==> src/rtl/simon_dec_ctrl.sv <==
// Iterative Simon block decryptor: a round-key store, an IDLE/RUN/DONE
// sequencer and one inverse-round datapath reused once per clock.

module round_inv #(
  parameter int n = 16,
  parameter int m = 4
) (
  input  logic [2*n-1:0] y,
  input  logic [n-1:0]   k,
  output logic [2*n-1:0] x
);

  if (m < 2 || m > 4) begin : g_bad_m
    $error("round_inv: key-word count m must be 2..4");
  end

  function automatic logic [n-1:0] rol(input logic [n-1:0] a, input int s);
    return (a << s) | (a >> (n - s));
  endfunction

  logic [n-1:0] y_l;
  logic [n-1:0] y_r;

  assign y_l = y[2*n-1:n];
  assign y_r = y[n-1:0];

  // Undo one forward round: the old left word is the current right word.
  assign x = {y_r, y_l ^ (rol(y_r, 1) & rol(y_r, 8)) ^ rol(y_r, 2) ^ k};

endmodule

module simon_dec_ctrl #(
  parameter int N      = 16,
  parameter int ROUNDS = 32
) (
  input  logic           clk,
  input  logic           resetn,
  input  logic           key_we,
  input  logic [4:0]     key_addr,
  input  logic [N-1:0]   key_data,
  input  logic           in_valid,
  output logic           in_ready,
  input  logic [2*N-1:0] in_data,
  output logic           out_valid,
  input  logic           out_ready,
  output logic [2*N-1:0] out_data,
  output logic           busy
);

  localparam int CW = (ROUNDS > 1) ? $clog2(ROUNDS) : 1;

  localparam logic [1:0] IDLE = 2'd0;
  localparam logic [1:0] RUN  = 2'd1;
  localparam logic [1:0] DONE = 2'd2;

  localparam logic [5:0] ROUNDS_W = 6'(ROUNDS);

  logic [1:0]     fsm_q, fsm_d;
  logic [2*N-1:0] state_q, state_d;
  logic [2*N-1:0] round_out;
  logic [CW-1:0]  cnt_q, cnt_d;
  logic [N-1:0]   key_q [ROUNDS];
  logic [N-1:0]   key_d [ROUNDS];
  logic           key_wr_en;

  assign key_wr_en = key_we && (fsm_q == IDLE) && ({1'b0, key_addr} < ROUNDS_W);

  always_comb begin
    key_d = key_q;
    if (key_wr_en) begin
      key_d[key_addr[CW-1:0]] = key_data;
    end
  end

  // Keys survive reset so a block can be restarted without reloading them.
  always_ff @(posedge clk) begin
    key_q <= key_d;
  end

  round_inv #(
    .n(N),
    .m(4)
  ) u_round (
    .y(state_q),
    .k(key_q[cnt_q]),
    .x(round_out)
  );

  always_comb begin
    fsm_d   = fsm_q;
    state_d = state_q;
    cnt_d   = cnt_q;
    case (fsm_q)
      IDLE: begin
        if (in_valid) begin
          state_d = in_data;
          cnt_d   = CW'(ROUNDS - 1);
          fsm_d   = RUN;
        end
      end
      RUN: begin
        state_d = round_out;
        if (cnt_q == '0) begin
          fsm_d = DONE;
        end else begin
          cnt_d = cnt_q - 1'b1;
        end
      end
      DONE: begin
        if (out_ready) begin
          fsm_d = IDLE;
        end
      end
      default: fsm_d = IDLE;
    endcase
  end

  always_ff @(posedge clk or negedge resetn) begin
    if (!resetn) begin
      fsm_q   <= IDLE;
      state_q <= '0;
      cnt_q   <= '0;
    end else begin
      fsm_q   <= fsm_d;
      state_q <= state_d;
      cnt_q   <= cnt_d;
    end
  end

  // Handshake flags come straight from the state so reset clears them at once.
  assign in_ready  = (fsm_q == IDLE);
  assign busy      = (fsm_q == RUN);
  assign out_valid = (fsm_q == DONE);
  assign out_data  = state_q;

endmodule
==> config.mk <==
export PLATFORM = sky130hd
export DESIGN_NAME = simon_dec_ctrl
export DESIGN_NICKNAME = d
export VERILOG_FILES = /design/src/rtl/simon_dec_ctrl.sv
export SDC_FILE = /design/constraint.sdc
export NUM_CORES = 1
export LEC_CHECK = 0
export ABC_AREA = 0
export BUFFER_PORTS_ARGS = -buffer_cell sky130_fd_sc_hd__clkbuf_2
export CAP_MARGIN = 20
export CORE_UTILIZATION = 35
export DETAILED_ROUTE_END_ITERATION = 10
export PLACE_DENSITY = 0.47
export SLEW_MARGIN = 20
export SYNTH_ARGS = -nofsm -noshare
export SYNTH_HDL_FRONTEND = slang
export SYNTH_HIERARCHICAL = 1
export SYNTH_SLANG_ARGS = --single-unit
==> constraint.sdc <==
create_clock -name clk -period 3.05 [get_ports clk]
set_clock_uncertainty 0.15 [all_clocks]
set_input_delay 0.61 -clock clk [delete_from_list [all_inputs] [get_ports clk]]
set_output_delay 0.61 -clock clk [all_outputs]
set_load 0.01 [all_outputs]
==> results.py, run 1 <==
metrics = {
    "status": {
        "status": "complete, no violations",
    },
    "yosys": {
        "synthCells": 1218,
        "ys.flop_type": "edfxtp_1",
        "async_reset_ff_share_pct": 7.08,
        "syn_avg_cell_area_um2": 18.5,
        "synth.top_cells.by_count": "edfxtp_1, mux2i_1, nand2_1, mux4_2, dfrtp_1",
        "syn_area_um2": 22500,
        "synth_top_area_share_pct": 68.4,
        "yosys_warnings": 6,
        "synth_top_cell_by_area": "edfxtp_1",
        "syn_nets": 1277,
        "synthTopCellsByArea": "edfxtp_1, mux2i_1, mux4_2",
        "synth_cell_types": 45,
        "ys_seq_area_share_pct": 72.7,
        "synth-edff-count": 512,
        "yosysMostFrequentCell": "edfxtp_1",
        "ys_ff_latch": 551,
    },
    "cells_and_area": {
        "final_nets": 1484,
        "synthToLayoutAreaGrowth_pct": 19.8,
        "stdcell_count": 2322,
        "n_antenna_cell": 0,
        "fin_util_pct": 42.6,
        "fillers": 5639,
        "drive_above_1_share_pct": 31.2,
    },
    "global_routing": {
        "antenna_found_initial": 4,
        "grt_max_degree": 37,
        "grt_pass1_vias": 11854,
        "grt_pass1_wl_um": 85600,
        "grt_overflow": 0,
        "gr-usage-all-layers_pct": 18.2,
    },
    "worst_setup_path": {
        "crit_fanout": 13,
        "worstReg2RegStart": "cnt_q[0]",
        "r2r_slack_ns": 0.11,
        "critical_path_class": "reg2reg",
        "cp.required_ns": 3.39,
        "cp-start-kind": "flop",
        "end_kind": "flop",
        "r2r-end": "out_data[3]",
        "rr_worst_depth": 10,
        "cp.arrival_ns": 3.28,
    },
    "clock_network": {
        "numCtsBuffers": 59,
        "htreeDepth": 2,
        "cts.sinks": 551,
        "path_clk_slew_ns": 0.06,
        "ctsLongestPathBuffers": 3,
        "clock_latency_ns": 0.62,
        "cts-root-buf": "clkbuf_16",
        "cts_tree": "built",
    },
    "min_path": {
        "hp-class": "in2reg",
        "min_from": "in_data[24]",
        "holdPathEnd": "out_data[24]",
        "hold_depth": 3,
    },
    "sta": {
        "fin_crit_ns": 2.94,
        "rsz0062_at_grt": "yes",
        "hold_viol": 0,
        "setup_viol": 0,
        "tightest_slew_ns": 0.882,
        "report.final.slew_viol_count": 0,
        "fmaxAchievable_mhz": 340,
        "slew_headroom_pct": 41.2,
        "min_period_over_period_pct": 96.3,
    },
    "power_and_ir_drop": {
        "power_leakage_nw": 9.70,
        "power_density_nw_per_um2": 954,
        "vdd.ir_drop.worst_mv": 0.461,
    },
    "placed_design": {
        "gp_congestion": 0.823,
        "dp.cells": 2197,
        "dp_hpwl_um": 38000,
        "portBuffers": 92,
    },
    "floorplan": {
        "die_w_um": 255,
        "dieArea_um2": 65300,
        "num_rows": 92,
        "initial_utilization_pct": 35.5,
        "dieHeight_um": 255,
        "ioPinCount": 93,
        "coreArea_um2": 63300,
    },
    "routing": {
        "drt_iter0_drc": 919,
        "drc": 0,
        "final_antenna_net_count": 0,
        "drt_wl_total_um": 59600,
        "via_per_inst": 5.10,
        "dr.pass1.iters": 4,
        "num_vias": 11836,
        "routedWlPerCell_um": 25.7,
    },
    "job": {
        "max-cap-violations": 0,
    },
}
## metrics by stage
stage	setup TNS [ns]	power, W	hold WS [ns]	setup slack [ns]	area [um^2]
after floorplan	0	0.0149	0.164	0.359	22500
after global placement	0	0.0183	0.370	0.0390	24700
after detailed placement	0	0.0184	0.364	0.0415	24700
after CTS	0	0.0257	0.0973	0.0113	26700
after global routing	-0.00204	0.0269	0.127	-0.00204	26900
final	0	0.0257	0.133	0.112	26900
## final cells by class
class                           count  area [um^2]  share of cell area [%]
Multi-Input combinational cell    584         5830                    21.6
Tap cell                          846         1060                    3.93
Clock inverter                     40          392                    1.45
Timing Repair Buffer              225         1730                    6.40
Sequential cell                   551        16400                    60.7
Clock buffer                       72         1570                    5.81
Inverter                            4         15.0                  0.0557
## worst max-delay path, cell delays in order, from the launching register on
cell	delay (ns)
dfrtp_4	0.45
buf_12	0.16
buf_12	0.12
mux4_1	0.68
mux2_2	0.32
nand2_1	0.15
nand4_1	0.15
xor2_1	0.17
xnor3_1	0.22
mux2i_1	0.14
o21ai_0	0.08
## per-layer routing
| layer | up-vias | part of all wire (%) | track usage, % |
|---|---|---|---|
| met5 | - | 0.069 | 0 |
| met4 | 6 | 1.8 | 4.41 |
| met3 | 69 | 5.0 | 3.40 |
| met2 | 291 | 47 | 29.1 |
| met1 | 6193 | 46 | 25.8 |
| li1 | 5277 | - | - |
## kinds of logic (layout without fill, tap and decap cells)
logic type | Yosys count | in the layout | share of synthesized area (%)
compound gates | 103 | 103 | 3.00
xor+xnor | 34 | 34 | 2.30
fa+ha+maj | 1 | 1 | 0.0556
buf+inv | 83 | 341 | 2.31
flops | 551 | 551 | 72.7
mux | 245 | 245 | 15.4
simple gates | 201 | 201 | 4.18
## layout by cell type (no fill, tap or decap), types with 4 or more instances in the layout
master	n
mux2i_1	139
clkbuf_2	92
a21oi_1	12
clkinv_1	13
clkbuf_16	60
nand3b_1	4
nand2_1	85
nand3_1	13
clkbuf_1	10
and2_1	11
nor3_1	8
nand4_1	22
dfrtp_1	36
mux4_2	62
buf_12	17
mux2i_2	4
buf_4	110
a22oi_1	29
nor2_2	25
o21ai_0	31
nor2_1	12
bufinv_16	7
mux2_2	27
edfxtp_1	512
xor2_1	15
xnor3_1	16
clkinv_2	14
mux4_1	13
o221ai_1	6
## what timing repair did
item | 4_1_cts | 5_1_grt
hold buffers | 1 | 0
hold endpoints to repair | 20 | 0
endpoints found under the setup margin | 0 | 15
gates resized for setup | 0 | 30
buffers inserted | 0 | 12
## state kept, by name (all words and copies together) (netlist names)
register,cells
key_q,512
fsm_q,2
out_data,32
cnt_q,5
## worst max-delay path by stage
stage / startpoint / endpoint
finish: cnt_q[0] / out_data[3]
global placement: cnt_q[0] / out_data[1]
CTS: cnt_q[1] / out_data[13]
global route: cnt_q[0] / out_data[5]
detailed placement: cnt_q[0] / out_data[1]
floorplan: cnt_q[1] / cnt_q[0]
## power by group
group	leakage [nW]	total, W	internal, W	switching [W]
combinational	3.68	0.00940	0.00463	0.00477
sequential	5.06	0.00910	0.00863	0.000474
clock	0.963	0.00721	0.00424	0.00297
Note: power is estimated with default switching activity, not from simulation.
==> run 2: changes to the inputs <==
--- a/config.mk
+++ b/config.mk
@@ -8,6 +8,7 @@
 export ABC_AREA = 0
 export BUFFER_PORTS_ARGS = -buffer_cell sky130_fd_sc_hd__clkbuf_2
 export CAP_MARGIN = 20
+export CORE_MARGIN = 8
 export CORE_UTILIZATION = 35
 export DETAILED_ROUTE_END_ITERATION = 10
 export PLACE_DENSITY = 0.47
==> results.py, run 2 (synthesis results as in run 1) <==
metrics = {
    "status": {
        "status": "complete, no violations",
    },
    "routing": {
        "dr.pass1.iters": 5,
        "final_antenna_net_count": 0,
        "via_per_inst": 5.11,
        "drt_iter0_drc": 967,
        "num_vias": 11800,
        "drt_wl_total_um": 59900,
        "drc": 0,
        "routedWlPerCell_um": 25.9,
    },
    "cells_and_area": {
        "multi_input_area_um2": 5750,
        "final_nets": 1466,
        "fin_util_pct": 41.6,
        "drive_above_1_share_pct": 28.5,
        "fillers": 5774,
        "largest_reg_flops": 512,
        "register_area_um2": 16400,
        "layout_common_cells": "edfxtp_1, mux2i_1, clkbuf_2, buf_4, nand2_1",
        "layout_commonest_cell": "edfxtp_1",
        "top_register": "key_q",
        "synthToLayoutAreaGrowth_pct": 18.5,
    },
    "clock_network": {
        "cts.sinks": 551,
        "clock_latency_ns": 0.61,
        "ctsLongestPathBuffers": 3,
        "path_clk_slew_ns": 0.06,
        "numCtsBuffers": 59,
        "cts_tree": "built",
        "htreeDepth": 2,
        "cts-root-buf": "clkbuf_16",
    },
    "global_routing": {
        "antenna_found_initial": 1,
        "grt_pass1_vias": 12126,
        "grt_overflow": 0,
        "grt_max_degree": 41,
        "grt_pass1_wl_um": 86500,
        "gr-usage-all-layers_pct": 16.1,
    },
    "sta": {
        "hold_viol": 0,
        "fin_crit_ns": 2.99,
        "finalSetupTns_ns": 0,
        "slew_headroom_pct": 38.0,
        "fmaxAchievable_mhz": 335,
        "min_period_over_period_pct": 98.0,
        "report.final.slew_viol_count": 0,
        "setup_viol": 0,
        "fin_ws_ns": 0.0611,
        "tightest_slew_ns": 0.929,
        "rsz0062_at_grt": "yes",
    },
    "floorplan": {
        "die_w_um": 269,
        "initial_utilization_pct": 35.1,
        "coreArea_um2": 64000,
        "ioPinCount": 93,
        "dieArea_um2": 72600,
        "num_rows": 93,
        "dieHeight_um": 269,
    },
    "min_path": {
        "hp-class": "in2reg",
    },
    "worst_setup_path": {
        "critical_path_class": "reg2reg",
        "cp-start-kind": "flop",
        "slowest_delay_ns": 0.52,
        "crit_fanout": 6,
        "critPathSlowestCell": "dfrtp_4",
        "cp.required_ns": 3.35,
        "cp.arrival_ns": 3.29,
        "worstPathCellList": "buf_6, clkbuf_16, mux4_2, mux2_4, nand2_1, nand4_1, xor2_1, xnor3_1, mux2i_1, o21ai_0",
        "end_kind": "flop",
    },
    "placed_design": {
        "dp_hpwl_um": 38400,
        "portBuffers": 92,
        "gp_congestion": 0.765,
        "dp_slack_ns": -0.0303,
    },
    "power_and_ir_drop": {
        "vdd.ir_drop.worst_mv": 0.428,
        "power_leakage_nw": 9.56,
        "power_density_nw_per_um2": 942,
    },
    "job": {
        "max-cap-violations": 0,
    },
}
run 2: power by group:
| part | internal [W] | leakage [nW] | switching (W) |
|---|---|---|---|
| clock | 0.00403 | 0.910 | 0.00287 |
| sequential | 0.00863 | 5.06 | 0.000500 |
| combinational | 0.00441 | 3.59 | 0.00465 |
| total | 0.0171 | 9.56 | 0.00802 |
run 2: path summary, 6_finish.rpt:
path | startpoint | end | slack (ns) | cells after the start
hold reg to reg | out_data[23] | out_data[23] | 0.37 | 2
max in group asynchronous | resetn | cnt_q[0] | 1.67 | 3
setup reg to reg | cnt_q[0] | out_data[0] | 0.06 | 10
min in group asynchronous | resetn | out_data[11] | 0.37 | 2
setup / recovery | cnt_q[0] | out_data[0] | 0.06 | 10
hold / removal | out_ready | fsm_q[1] | 0.13 | 3
run 2: area by class of cell:
type / count / share of cell area, %
flip-flops and latches: 551 / 61.4
well taps: 855 / 4.01
repair buffers: 207 / 5.99
clock inverters: 39 / 1.27
diodes: 1 / 0.00939
clock buffers: 70 / 5.70
multi-input cells: 584 / 21.6
inverters: 4 / 0.0563
run 2: critical path, delay by kind of cell, from the launching register on:
kind	cells	cell delay [ns]
simple gates	2	0.31
mux	3	0.96
compound gates	1	0.09
buf+inv	2	0.34
flops	1	0.52
xor+xnor	2	0.47
run 2: repair_timing:
action | in CTS | in global routing
endpoints found under the setup margin | 1 | 9
hold endpoints to repair | 17 | 0
buffers inserted | 0 | 14
pin swaps | 0 | 3
hold buffers | 1 | 0
resized for setup | 1 | 19
cloned | 0 | 3
run 2: metrics by stage:
stage	hold WS, ns	cells	power, W	area, um^2
2_1_floorplan	0.164	1218	0.0149	22500
3_3_place_gp	0.367	2183	0.0180	24500
3_5_place_dp	0.363	2183	0.0180	24500
4_1_cts	0.0860	2293	0.0250	26400
5_1_grt	0.109	2310	0.0262	26600
6_report	0.129	2311	0.0251	26600
run 2: metal layers:
| layer | global-route usage (%) | part of all wire, % |
|---|---|---|
| met1 | 22.7 | 46 |
| met2 | 25.6 | 47 |
| met3 | 2.34 | 4.4 |
| met4 | 5.06 | 2.8 |
| met5 | 0 | 0 |
